==> src/rtl/game_pkg.sv <==
// Shared stage encoding and default sizing for the game-flow controller.
package game_pkg;

    typedef enum logic [1:0] {
        STAGE_START  = 2'd0,
        STAGE_BATTLE = 2'd1,
        STAGE_WIN    = 2'd2,
        STAGE_LOSE   = 2'd3
    } stage_t;

    localparam int MAX_HP_DEF      = 8;
    localparam int HP_W_DEF        = 4;
    localparam int HOLD_FRAMES_DEF = 180;
    localparam int HOLD_W_DEF      = 8;

    // Bit order {start, battle, win, lose}.
    function automatic logic [3:0] stage_onehot(input stage_t s);
        logic [3:0] oh;
        oh = 4'b0000;
        case (s)
            STAGE_START:  oh = 4'b1000;
            STAGE_BATTLE: oh = 4'b0100;
            STAGE_WIN:    oh = 4'b0010;
            STAGE_LOSE:   oh = 4'b0001;
            default:      oh = 4'b1000;
        endcase
        return oh;
    endfunction

endpackage

==> src/rtl/game_stage_ctrl_hp_counter.sv <==
// Hit-point counter: reload to MAX_HP, saturating decrement on enabled hits.
module hp_counter #(
    parameter int MAX_HP = 8,
    parameter int HP_W   = 4
) (
    input  logic            Clk,
    input  logic            Reset_n,
    input  logic            load,
    input  logic            dec,
    input  logic            en,
    output logic [HP_W-1:0] hp
);

    always_ff @(posedge Clk or negedge Reset_n) begin
        if (!Reset_n) begin
            hp <= HP_W'(MAX_HP);
        end else if (load) begin
            hp <= HP_W'(MAX_HP);
        end else if (en && dec && (hp != '0)) begin
            hp <= hp - HP_W'(1);
        end
    end

endmodule

==> src/rtl/game_stage_ctrl.sv <==
// Game-flow controller: frame-aligned stage sequencing plus player/NPC hit points.
//
// state        | meaning
// -------------+----------------------------------------------------------
// STAGE_START  | title screen, waiting for a latched start-key edge
// STAGE_BATTLE | play in progress, hits decrement HP
// STAGE_WIN    | NPC defeated, held for HOLD_FRAMES frames
// STAGE_LOSE   | player defeated, held for HOLD_FRAMES frames
module game_stage_ctrl
    import game_pkg::*;
#(
    parameter int MAX_HP      = MAX_HP_DEF,
    parameter int HP_W        = HP_W_DEF,
    parameter int HOLD_FRAMES = HOLD_FRAMES_DEF,
    parameter int HOLD_W      = HOLD_W_DEF
) (
    input  logic            Clk,
    input  logic            Reset_n,
    input  logic            frame_start,
    input  logic            start_key,
    input  logic            player_hit,
    input  logic            npc_hit,
    output logic            start_l,
    output logic            battle_l,
    output logic            win_l,
    output logic            lose_l,
    output logic [HP_W-1:0] player_hp,
    output logic [HP_W-1:0] npc_hp,
    output logic            stage_change
);

    stage_t            state;
    stage_t            state_nxt;
    logic [HOLD_W-1:0] hold_cnt;
    logic              start_req;
    logic              start_key_q;
    logic              key_rise;
    logic              in_hold;
    logic              commit_battle;
    logic              leave_battle;
    logic              hold_done;
    logic              hit_en;

    assign key_rise      = start_key & ~start_key_q;
    assign in_hold       = (state == STAGE_WIN) || (state == STAGE_LOSE);
    assign commit_battle = (state == STAGE_START) && frame_start && start_req;
    assign leave_battle  = (state == STAGE_BATTLE) && frame_start &&
                           ((player_hp == '0) || (npc_hp == '0));
    assign hold_done     = in_hold && frame_start &&
                           (hold_cnt == HOLD_W'(HOLD_FRAMES - 1));
    // Hits landing on the commit cycle are dropped so the final HP matches the verdict.
    assign hit_en        = (state == STAGE_BATTLE) && !leave_battle;

    always_comb begin
        state_nxt = state;
        case (state)
            STAGE_START: begin
                if (commit_battle) state_nxt = STAGE_BATTLE;
            end
            STAGE_BATTLE: begin
                if (leave_battle) begin
                    state_nxt = (player_hp == '0) ? STAGE_LOSE : STAGE_WIN;
                end
            end
            STAGE_WIN, STAGE_LOSE: begin
                if (hold_done) state_nxt = STAGE_START;
            end
            default: state_nxt = STAGE_START;
        endcase
    end

    always_ff @(posedge Clk or negedge Reset_n) begin
        if (!Reset_n) begin
            state        <= STAGE_START;
            {start_l, battle_l, win_l, lose_l} <= 4'b1000;
            stage_change <= 1'b0;
            start_key_q  <= 1'b0;
            start_req    <= 1'b0;
            hold_cnt     <= '0;
        end else begin
            state        <= state_nxt;
            {start_l, battle_l, win_l, lose_l} <= stage_onehot(state_nxt);
            stage_change <= (state_nxt != state);
            start_key_q  <= start_key;

            // A same-cycle edge is only latched here, so it waits for the next frame.
            if (commit_battle) begin
                start_req <= 1'b0;
            end else if ((state == STAGE_START) && key_rise) begin
                start_req <= 1'b1;
            end

            if (state_nxt != state) begin
                hold_cnt <= '0;
            end else if (in_hold && frame_start) begin
                hold_cnt <= hold_cnt + HOLD_W'(1);
            end
        end
    end

    hp_counter #(
        .MAX_HP (MAX_HP),
        .HP_W   (HP_W)
    ) u_player_hp (
        .Clk     (Clk),
        .Reset_n (Reset_n),
        .load    (commit_battle),
        .dec     (player_hit),
        .en      (hit_en),
        .hp      (player_hp)
    );

    hp_counter #(
        .MAX_HP (MAX_HP),
        .HP_W   (HP_W)
    ) u_npc_hp (
        .Clk     (Clk),
        .Reset_n (Reset_n),
        .load    (commit_battle),
        .dec     (npc_hit),
        .en      (hit_en),
        .hp      (npc_hp)
    );

endmodule

==> config.mk <==
export PLATFORM = sky130hd
export DESIGN_NAME = game_stage_ctrl
export DESIGN_NICKNAME = d
export VERILOG_FILES = /design/src/rtl/game_pkg.sv /design/src/rtl/game_stage_ctrl_hp_counter.sv /design/src/rtl/game_stage_ctrl.sv
export SDC_FILE = /design/constraint.sdc
export NUM_CORES = 1
export LEC_CHECK = 0
export ABC_AREA = 1
export BUFFER_PORTS_ARGS = -buffer_cell sky130_fd_sc_hd__buf_2
export CAP_MARGIN = 20
export CORE_MARGIN = 10
export CORE_UTILIZATION = 50
export DETAILED_ROUTE_END_ITERATION = 10
export HOLD_SLACK_MARGIN = 0.15
export PLACE_DENSITY = 0.71
export SYNTH_ARGS = -nofsm -noshare
export SYNTH_HDL_FRONTEND = slang
export SYNTH_SLANG_ARGS = --single-unit
==> constraint.sdc <==
create_clock -name Clk -period 2.2 [get_ports Clk]
set_clock_uncertainty 0.1 [all_clocks]
set_input_delay 0.22 -clock Clk [delete_from_list [all_inputs] [get_ports Clk]]
set_output_delay 0.22 -clock Clk [all_outputs]
set_load 0.05 [all_outputs]
==> key figures, run 1 <==
Outcome
  • Status: complete, no violations

Setup path
  • Worst R2R Start: u_npc_hp.hp[0]$_DFFE_PN0P_
  • Setup crit start: u_npc_hp.hp[0]$_DFFE_PN0P_
  • Largest stage delay, worst path: 0.43 ns
  • WP buf/inv: 1
  • R2R setup slack: 0.56 ns
  • WP data required: 2.32 ns
  • CP most frequent cell: nand2_1
  • Crit. path cell count: 9
  • Critical Path Fanout Max: 6
  • Critical Path Start Type: register
  • Critical path type: register to register
  • Top cell family by delay on the critical path: simple AND/OR/NAND/NOR gates
  • Element type at the critical path end: register
  • Critical path arrival: 1.76 ns
  • Slowest cell on the critical path: dfrtp_1
  • R2R cell count: 9
  • Setup crit end: u_player_hp.hp[0]$_DFFE_PN0P_
  • Reg2reg end: u_player_hp.hp[0]$_DFFE_PN0P_
  • Crit path cell chain: inv_1 > ha_1 > nand3_1 > nand2_1 > nand2_1 > nand3b_1 > nand2_1 > nand2_1 > nand2_1

Placed design
  • GPL Wtd Cong: 0.7556
  • I/O Buffers: 18
  • Placed Cells: 207
  • Post-DP HPWL: 1907 µm

Clock tree
  • Setup bufs post-CTS: 0
  • PostCTS Resize Cnt: 0
  • Clock buffer depth: 2
  • CTS Buf Count: 3
  • Skew-Pair Late Insertion Delay: 0.31 ns
  • Clk slew on worst S/H paths: 0.14 ns
  • CTS tree: done
  • Clock root buffer: clkbuf_4
  • Clk sinks: 25
  • H-tree levels: 1

Yosys
  • Syn Nets: 169
  • Share of flip-flops with an asynchronous set or reset: 100.0%
  • Cells after synthesis: 160
  • Yosys cell types: 23
  • Yosys top cell area share: 42.11%
  • Number of flops mapped to enable cells by yosys: 0
  • Synth area leaders: dfrtp_1 (42%), nand2_1 (11%), inv_1 (6.9%)
  • Synth top cells by count: nand2_1 (40), inv_1 (24), dfrtp_1 (22), nand3_1 (17), nor2_1 (16)
  • Area leader, netlist: dfrtp_1
  • Synthesized area: 0.001308 mm²
  • Count leader, synth: nand2_1
  • Primary FF master, synth: dfrtp_1
  • Post-synthesis sequential area ratio: 48.13%
  • YS warnings: 0
  • Synth Area per Inst: 8.172 µm²
  • Yosys reg bits: 25

Route
  • Drt pass-1 iters: 4
  • Final ANT Viol Nets: 0
  • Vias: 1,067
  • Vias/cell: 5.009
  • Final wirelength: 2509 µm
  • Drt wl/cell: 11.78 µm
  • Drc violations: 0
  • Iter 0 DRT Violations: 74

Power
  • Leak: 0.8069 nW
  • Pwr per Cell Area: 1479 mW/mm²
  • VDD IR max: 1162 µV

Finish
  • Multi-input logic area: 576.8 µm²
  • Ant diodes: 0
  • Area added between synthesis and finish: 12.73%
  • Layout fillers: 225
  • Register Area: 629.4 µm²
  • Share of layout cells above drive strength 1: 21.31%
  • Final #Nets: 193
  • Final Util: 59.49%
  • Non-Filler Instances: 213

Floorplanning
  • I/O Pins: 19
  • Initial core utilization: 52.78%
  • Die Height: 71.14 µm
  • Die X: 71.14 µm
  • Core Region: 0.002477 mm²
  • FP Rows: 18
  • Die ar.: 0.005060 mm²

STA
  • Min Hold Slack: 0.2262 ns
  • Final Hold Vio Count: 0
  • Fmax: 610.9 MHz
  • Unrepaired setup endpoints after global routing: no
  • Rel. slew slack: 63.50%
  • Sum Neg Setup Slack: 0 ns
  • Minimum clock period: 1.637 ns
  • Final Cycle Share: 74.40%
  • Final setup viols: 0
  • Max-slew violation count: 0
  • Worst-margin pin slew: 0.5475 ns

Global routing
  • First-pass GRT wire length: 4243 µm
  • Total Routing Usage GR: 9.932%
  • Number of global-route vias before repair: 964
  • Global route overflow: 0
  • Largest net degree at the start of global routing: 26
  • Initial antenna violation count: 0

Job
  • Max cap viols: 0

Worst hold path
  • Hold/Removal Path Class: input port to register
  • Hold path start: frame_start
worst min-delay path by stage:
stage / slack, ns / cells past startpoint / to
finish: 0.23 / 4 / hold_cnt[1]$_DFFE_PN0P_
floorplan: -0.18 / 0 / battle_l$_DFF_PN0_
global placement: 0.14 / 1 / u_npc_hp.hp[0]$_DFFE_PN0P_
global route: 0.24 / 4 / hold_cnt[1]$_DFFE_PN0P_
detailed placement: 0.14 / 1 / u_npc_hp.hp[0]$_DFFE_PN0P_
CTS: 0.22 / 4 / hold_cnt[1]$_DFFE_PN0P_
stage by stage:
| stage | total power [mW] | area, µm² | setup WS (ns) |
|---|---|---|---|
| 5_1_grt | 2.383 | 1474 | 0.3436 |
| 6_report | 2.180 | 1474 | 0.5631 |
| 4_1_cts | 2.206 | 1474 | 0.5690 |
| 3_5_place_dp | 1.993 | 1424 | 0.5859 |
| 2_1_floorplan | 1.740 | 1308 | 0.4519 |
| 3_3_place_gp | 1.952 | 1424 | 0.6178 |
power by group:
part / switching (mW) / internal (mW) / leakage, nW / total (mW)
combinational: 0.824 / 0.339 / 0.485 / 1.16
clock: 0.139 / 0.0693 / 0.0139 / 0.208
sequential: 0.157 / 0.652 / 0.308 / 0.808
total: 1.12 / 1.06 / 0.807 / 2.18
registers in the layout, indices dropped and copies added, names as in the netlist, 2 cells and up:
| register | flops |
|---|---|
| hold_cnt | 8 |
| state | 2 |
| u_npc_hp.hp | 4 |
| u_player_hp.hp | 4 |
cells in the final DEF (no fill, tap or decap), drive strengths merged:
cell type	synthesis	routed
a21oi	4	4
buf	1	18
clkbuf	0	3
clkinvlp	0	1
dfrtp	22	22
dfstp	3	3
dlygate4sd3	0	2
ha	3	3
inv	24	24
nand2	43	43
nand3	20	20
nand3b	2	2
nand4	2	2
nor2	19	19
nor3	6	6
o21ai	4	4
o31ai	1	1
or2	2	2
xor2	4	4
layout make-up:
class	instances	share of cell area, %
Sequential cell	25	42.70
Multi-Input combinational cell	110	39.13
Timing Repair Buffer	20	7.470
Inverter	24	6.112
Tap cell	30	2.547
Clock buffer	3	1.528
Clock inverter	1	0.5093
cell families after synthesis:
group | count (synthesis) | synth area share, %
XOR/XNOR | 4 | 2.679
buffers and inverters | 25 | 7.751
AO/OA/AOI/OAI | 9 | 3.924
flip-flops | 25 | 48.13
AND/OR/NAND/NOR | 94 | 34.64
adder cells (fa/ha/maj) | 3 | 2.871
worst reg2reg max path: cells and delay by family, from the launching register on:
family	cells	cell delay, ns
AND/OR/NAND/NOR	7	0.75
adder cells (fa/ha/maj)	1	0.18
buffers and inverters	1	0.08
flip-flops	1	0.43
routing by layer:
metal	part of all wire, %	global-route usage, %	vias to the layer above	wire length [µm]
li1	-	-	554	-
met1	46	11.54	485	1150
met2	47	16.72	26	1188
met3	6.2	4.045	2	156
met4	0.52	2.151	0	13
met5	0	0	-	0
what timing repair did:
item                                   4_1_cts  5_1_grt
endpoints found under the hold margin       27        0
setup endpoints to repair                    0        0
hold buffers                                 2        0
No activity file was read; power rests on OpenSTA's default activity.
==> inputs of run 2 (changes only) <==
clock period = 1.6 ns   (was 2.2 ns; I/O delays follow)
==> run 2 against run 1 <==
Net effect: sequential share of layout area fell by 2.4 points; critical path depth did not move; hold slack lost 0.061 ns; clock power increased by 37%; critical endpoint is now u_npc_hp.hp[0]$_DFFE_PN0P_; largest power group unchanged.
==> key figures, run 2 (synthesis gave the netlist of run 1 again) <==
Finish
  • Most frequent cells in the layout: nand2_1 (34), inv_1 (19), dfrtp_1 (18), buf_2 (18)
  • Layout fillers: 218 (-3.1%)
  • Commonest non-fill, non-tap cell in the layout: nand2_1
  • Share of layout cells above drive strength 1: 34.04% (+13 points)
  • Ant diodes: 0 (unchanged)
  • Final Util: 63.54% (+4.0 points)
  • Final #Nets: 198 (+2.6%)
  • Non-Filler Instances: 218 (+2.3%)
  • Largest Register: hold_cnt
  • Final Cell Area: 0.001574 mm² (+6.8%)
  • Area added between synthesis and finish: 20.38%
  • Largest register FFs: 8 (unchanged)
  • Top flop regs: hold_cnt: 8 flops, u_npc_hp.hp: 4 flops, u_player_hp.hp: 4 flops

Placed design
  • GPL Wtd Cong: 0.8481 (+12%)
  • Placed Cells: 210 (+1.4%)
  • Post-place instance area: 0.001451 mm² (+1.9%)
  • I/O Buffers: 18 (unchanged)
  • Post-DP HPWL: 2020 µm (+5.9%)

Floorplanning
  • Core Region: 0.002477 mm² (unchanged)
  • Die Height: 71.14 µm (unchanged)
  • Die ar.: 0.005060 mm² (unchanged)
  • I/O Pins: 19 (unchanged)
  • FP Rows: 18 (unchanged)
  • Initial core utilization: 52.78% (unchanged)
  • Die X: 71.14 µm (unchanged)

STA
  • Final Hold Vio Count: 0 (unchanged)
  • Final Cycle Share: 97.36% (+23 points)
  • Rel. slew slack: 63.97% (+0.47 points)
  • Fmax: 641.9 MHz (+5.1%)
  • Minimum clock period: 1.558 ns (-0.07907 ns)
  • Final setup viols: 0 (unchanged)
  • Worst-margin pin slew: 0.5404 ns (-0.007045 ns)
  • Unrepaired setup endpoints after global routing: yes
  • Max-slew violation count: 0 (unchanged)

Setup path
  • Slowest cell on the critical path: dfrtp_2
  • Critical Path Fanout Max: 6 (unchanged)
  • CP most frequent cell: nand2_2
  • Critical path type: register to register
  • Top cell family by delay on the critical path: simple AND/OR/NAND/NOR gates
  • Element type at the critical path end: register
  • Largest stage delay, worst path: 0.45 ns (+0.02 ns)
  • Critical Path Start Type: register
  • Critical path arrival: 1.67 ns (-0.09 ns)
  • WP data required: 1.71 ns (-0.61 ns)
  • WP buf/inv: 1 (unchanged)
  • Crit path cell chain: inv_2 > ha_4 > nand3_4 > nand2_2 > nand2_2 > nand3b_1 > nand2_2 > nand2_1 > nand2_1

Route
  • Iter 0 DRT Violations: 115 (+55%)
  • Drt pass-1 iters: 4 (unchanged)
  • Vias/cell: 5.055 (+0.91%)
  • Final wirelength: 2780 µm (+11%)
  • Drc violations: 0 (unchanged)
  • Drt wl/cell: 12.75 µm (+8.3%)
  • Vias: 1,102 (+3.3%)
  • Final ANT Viol Nets: 0 (unchanged)

Power
  • Overall power: 3.257 mW (+49%)
  • Pwr per Cell Area: 2069 mW/mm² (+40%)
  • Leak: 0.8331 nW (+3.2%)
  • VDD IR max: 1275 µV (+9.7%)

Global routing
  • Number of global-route vias before repair: 1,117 (+16%)
  • Largest net degree at the start of global routing: 26 (unchanged)
  • First-pass GRT wire length: 4788 µm (+13%)
  • Initial antenna violation count: 0 (unchanged)
  • Global route overflow: 0 (unchanged)
  • Total Routing Usage GR: 11.12% (+1.2 points)

Worst hold path
  • Hold/Removal Path Class: input port to register

Clock tree
  • Clk slew on worst S/H paths: 0.15 ns (about the same)
  • Clk sinks: 25 (unchanged)
  • CTS tree: done
  • H-tree levels: 1 (unchanged)
  • Clock buffer depth: 2 (unchanged)
  • Clock root buffer: clkbuf_4
  • Skew-Pair Late Insertion Delay: 0.32 ns (about the same)
  • CTS Buf Count: 3 (unchanged)

Outcome
  • Status: complete, no violations

Job
  • Max cap viols: 0 (unchanged)
## run 2: cell types whose count changed in the layout (fill, tap and decap cells not counted), moves of 2 or more
| cell | change |
|---|---|
| buf_4 | +5 |
| dfrtp_1 | -4 |
| dfrtp_2 | +4 |
| ha_1 | -2 |
| ha_4 | +2 |
| inv_1 | -5 |
| inv_2 | +5 |
| nand2_1 | -6 |
| nand2_2 | +6 |
| nand3_1 | -2 |
## run 2: path summary, 6_finish.rpt
path	from	end	slack [ns]	depth (start not counted)
worst max register to register	u_npc_hp.hp[1]$_DFFE_PN0P_	u_npc_hp.hp[0]$_DFFE_PN0P_	0.04	9
max in group asynchronous	Reset_n	u_npc_hp.hp[0]$_DFFE_PN0P_	0.77	2
min in group asynchronous	Reset_n	u_npc_hp.hp[2]$_DFFE_PN0P_	0.23	2
worst min register to register	start_key_q$_DFF_PN0_	start_req$_DFFE_PN0P_	0.34	1
worst max-delay path	u_npc_hp.hp[1]$_DFFE_PN0P_	u_npc_hp.hp[0]$_DFFE_PN0P_	0.04	9
worst min-delay path	frame_start	state[1]$_DFF_PN0_	0.17	3
## run 2: through the flow
stage               setup TNS, ns  setup slack [ns]  hold slack [ns]
floorplan                       0           0.01070          -0.2356
global placement                0           0.03361          0.06895
detailed placement       -0.06196          -0.02621          0.07758
CTS                             0          0.007743           0.1506
global route              -0.2916          -0.05655           0.1902
finish                          0           0.04217           0.1651
## run 2: layer usage
metal | share of wire [%] | vias up | global-route usage [%] | wire length, µm
met3 | 7.4 | 2 | 3.766 | 207
li1 | - | 566 | - | -
met1 | 45 | 502 | 13.32 | 1246
met4 | 0.43 | 0 | 3.441 | 12
met2 | 47 | 32 | 18.30 | 1313
met5 | 0 | - | 0 | 0
## run 2: layout make-up
type                    instances  area (µm²)  share of cell area, %
flip-flops and latches         25       634.4                  40.30
well taps                      30       37.54                  2.385
multi-input cells             110       636.9                  40.46
repair buffers                 25       147.6                  9.380
inverters                      24       90.09                  5.723
clock inverters                 1       5.005                 0.3180
clock buffers                   3       22.52                  1.431
## run 2: repair_timing
item	4_1_cts	5_1_grt
hold buffers	2	0
setup buffers	2	0
pin swaps	0	7
resized for setup	1	18
setup endpoints to repair	4	16
hold endpoints to repair	27	0
## run 2: power by group
| part | total, mW | switching, mW | internal (mW) |
|---|---|---|---|
| Combinational | 1.86 | 1.27 | 0.593 |
| Clock | 0.285 | 0.191 | 0.0934 |
| Sequential | 1.11 | 0.207 | 0.904 |
| Total | 3.26 | 1.67 | 1.59 |
## run 2: worst min-delay path, stage by stage
cell and delay, ns:
buf_2 0.15, nand3_1 0.14, nand2_2 0.10
==> inputs of run 3 (changes only) <==
CORE_ASPECT_RATIO = 1.1   (was unset)
==> run 3 against run 2 <==
Net effect: combinational power up 6%; sequential cell count unchanged; sequential power about the same; global-route usage grew 0.055 points; total power up 3.7%; clock power about the same; sequential share of layout area fell by 1.2 points; first-iteration DRC count decreased by 44%; non-clock buffer count rose by 6; hold slack gained 0.0014 ns; die area hardly changed; critical path depth stayed put; critical endpoint is now u_npc_hp.hp[3]$_DFFE_PN1P_; largest power group unchanged; highest routed layer unchanged.
==> key figures, run 3 (synthesis gave the netlist of run 1 again) <==
Worst hold path
  • Hold/Removal Path Class: input port to register
  • Hold path depth: 4 (+1)
  • Hold path start: frame_start
  • Worst hold endpoint: hold_cnt[1]$_DFFE_PN0P_

Finish
  • Largest register FFs: 8 (unchanged)
  • Final Cell Area: 0.001623 mm² (+3.1%)
  • Top flop regs: hold_cnt: 8 flops, u_npc_hp.hp: 4 flops, u_player_hp.hp: 4 flops
  • Multi-input logic area: 636.9 µm² (unchanged)
  • Share of layout cells above drive strength 1: 36.60% (+2.6 points)
  • Area added between synthesis and finish: 24.12%
  • Register Area: 634.4 µm² (unchanged)
  • Final Util: 65.01% (+1.5 points)
  • Non-Filler Instances: 225 (+3.2%)
  • Most frequent cells in the layout: nand2_1 (32), inv_1 (21), dfrtp_1 (18), buf_2 (18), nand3_1 (16)
  • Final #Nets: 204 (+3.0%)
  • Largest Register: hold_cnt
  • Commonest non-fill, non-tap cell in the layout: nand2_1
  • Ant diodes: 0 (unchanged)
  • Layout fillers: 210 (-3.7%)

Floorplanning
  • Die ar.: 0.005063 mm² (about the same)
  • Core Region: 0.002496 mm² (+0.76%)
  • Initial core utilization: 52.38% (-0.40 points)
  • I/O Pins: 19 (unchanged)
  • FP Rows: 19 (+1)
  • Die X: 68.76 µm (-3.3%)
  • Die Height: 73.64 µm (+3.5%)

Placed design
  • Post-DP HPWL: 1984 µm (-1.8%)
  • Placed Cells: 209 (-0.48%)
  • Post-place instance area: 0.001438 mm² (-0.95%)
  • GPL Wtd Cong: 0.8542 (+0.72%)
  • I/O Buffers: 18 (unchanged)

Route
  • Drc violations: 0 (unchanged)
  • Iter 0 DRT Violations: 64 (-44%)
  • Drt pass-1 iters: 4 (unchanged)
  • Vias/cell: 4.942 (-2.2%)
  • Drt wl/cell: 12.82 µm (+0.51%)
  • Vias: 1,112 (+0.91%)
  • Final wirelength: 2884 µm (+3.7%)
  • Final ANT Viol Nets: 0 (unchanged)

Setup path
  • Crit path cell chain: inv_1 > ha_2 > nand2_2 > nand2_2 > nand2_2 > nand3b_1 > buf_4 > nand3_1 > nand2_1
  • WP data required: 1.77 ns (+0.06 ns)
  • R2R setup slack: 0.002 ns (-0.04 ns)
  • Largest stage delay, worst path: 0.43 ns (-0.02 ns)
  • Reg2reg end: u_npc_hp.hp[3]$_DFFE_PN1P_
  • Critical path type: register to register
  • Worst R2R Start: u_player_hp.hp[1]$_DFFE_PN0P_
  • Critical path arrival: 1.77 ns (+0.10 ns)
  • R2R cell count: 9 (unchanged)
  • Slowest cell on the critical path: dfrtp_2
  • Critical Path Fanout Max: 6 (unchanged)
  • CP most frequent cell: nand2_2
  • Element type at the critical path end: register
  • Critical Path Start Type: register

Global routing
  • Total Routing Usage GR: 11.18% (+0.055 points)
  • Number of global-route vias before repair: 1,067 (-4.5%)
  • First-pass GRT wire length: 4498 µm (-6.1%)
  • Initial antenna violation count: 0 (unchanged)
  • Largest net degree at the start of global routing: 26 (unchanged)
  • Global route overflow: 0 (unchanged)

Clock tree
  • Clock root buffer: clkbuf_4
  • H-tree levels: 1 (unchanged)
  • CTS tree: done
  • Clk sinks: 25 (unchanged)
  • Skew-Pair Late Insertion Delay: 0.32 ns (about the same)
  • Clk slew on worst S/H paths: 0.14 ns (about the same)
  • Clock buffer depth: 2 (unchanged)
  • CTS Buf Count: 3 (unchanged)

STA
  • Final Cycle Share: 99.89% (+2.5 points)
  • Fmax: 625.7 MHz (-2.5%)
  • Final Hold Vio Count: 0 (unchanged)
  • Worst-margin pin slew: 0.5749 ns (+0.03444 ns)
  • Sum Neg Setup Slack: 0 ns (unchanged)
  • Unrepaired setup endpoints after global routing: yes
  • Max-slew violation count: 0 (unchanged)
  • Minimum clock period: 1.598 ns (+0.04049 ns)
  • Rel. slew slack: 61.67% (-2.3 points)
  • Final setup viols: 0 (unchanged)

Job
  • Max cap viols: 0 (unchanged)

Power
  • Pint: 1.675 mW (+5.3%)
  • Combinational power share: 58.4% (+1.3 points)
  • VDD IR max: 1387 µV (+8.7%)
  • Flop pwr share: 33.3% (-0.8 points)
  • Leak: 0.8600 nW (+3.2%)
  • Switching share of power: 50.38% (-0.79 points)
  • Overall power: 3.376 mW (+3.7%)
  • Pwr per Cell Area: 2081 mW/mm² (+0.55%)
  • Clock power frac: 8.4% (-0.3 points)
  • Sw power: 1.701 mW (+2.1%)

Outcome
  • Status: complete, no violations
run 3: cell count changes in the layout (fill, tap and decap cells not counted), sizes merged:
cell	delta
buf	+6
clkbuf	+1
clkinv	-1
run 3: layout make-up:
type | instances | share of cell area, %
clock buffer | 4 | 1.619
inverter | 24 | 5.551
multi-input combinational | 110 | 39.24
sequential | 25 | 39.09
tap | 31 | 2.390
timing repair buffer | 31 | 12.10
run 3: layer usage:
| layer | up-vias | track usage [%] | routed length (µm) |
|---|---|---|---|
| li1 | 568 | - | - |
| met1 | 529 | 12.47 | 1197 |
| met2 | 13 | 19.59 | 1516 |
| met3 | 2 | 2.432 | 151 |
| met4 | 0 | 4.825 | 19 |
| met5 | - | 0 | 0 |
run 3: critical path, delay by kind of cell (launching register included):
kind	cells	cell delay [ns]
adders and majority gates	1	0.20
buffers and inverters	2	0.24
DFF	1	0.43
and+or+nand+nor	6	0.58
run 3: how the worst max path moves through the flow:
stage,startpoint,endpoint,depth (start not counted)
detailed placement,u_npc_hp.hp[0]$_DFFE_PN0P_,u_npc_hp.hp[2]$_DFFE_PN0P_,9
global placement,u_npc_hp.hp[0]$_DFFE_PN0P_,u_npc_hp.hp[2]$_DFFE_PN0P_,9
CTS,u_npc_hp.hp[0]$_DFFE_PN0P_,u_npc_hp.hp[2]$_DFFE_PN0P_,9
finish,u_player_hp.hp[1]$_DFFE_PN0P_,u_npc_hp.hp[3]$_DFFE_PN1P_,9
global route,u_npc_hp.hp[0]$_DFFE_PN0P_,u_npc_hp.hp[3]$_DFFE_PN1P_,9
floorplan,u_player_hp.hp[0]$_DFFE_PN0P_,u_npc_hp.hp[0]$_DFFE_PN0P_,9
run 3: metrics by stage:
step / setup slack [ns] / hold WS [ns]
after floorplan: 0.01070 / -0.2356
after global placement: -0.01886 / 0.07238
after detailed placement: -0.02835 / 0.08423
after CTS: 0.0003859 / 0.1510
after global routing: -0.1001 / 0.1691
final: 0.001685 / 0.1665
run 3: what timing repair did:
item,CTS,global route
hold buffers,2,0
gates resized for setup,2,20
hold endpoints to repair,27,0
setup buffers,4,6
pin swaps,2,11
endpoints found under the setup margin,5,13
run 3: power groups by stage:
stage          registers [mW]  logic, mW  clock network [mW]
6_report                 1.12       1.97               0.283
4_1_cts                  1.11       1.73               0.291
3_3_place_gp             1.12       1.58                   0
2_1_floorplan            1.58      0.816                   0
3_5_place_dp             1.14       1.63                   0
5_1_grt                  1.16       2.19               0.314
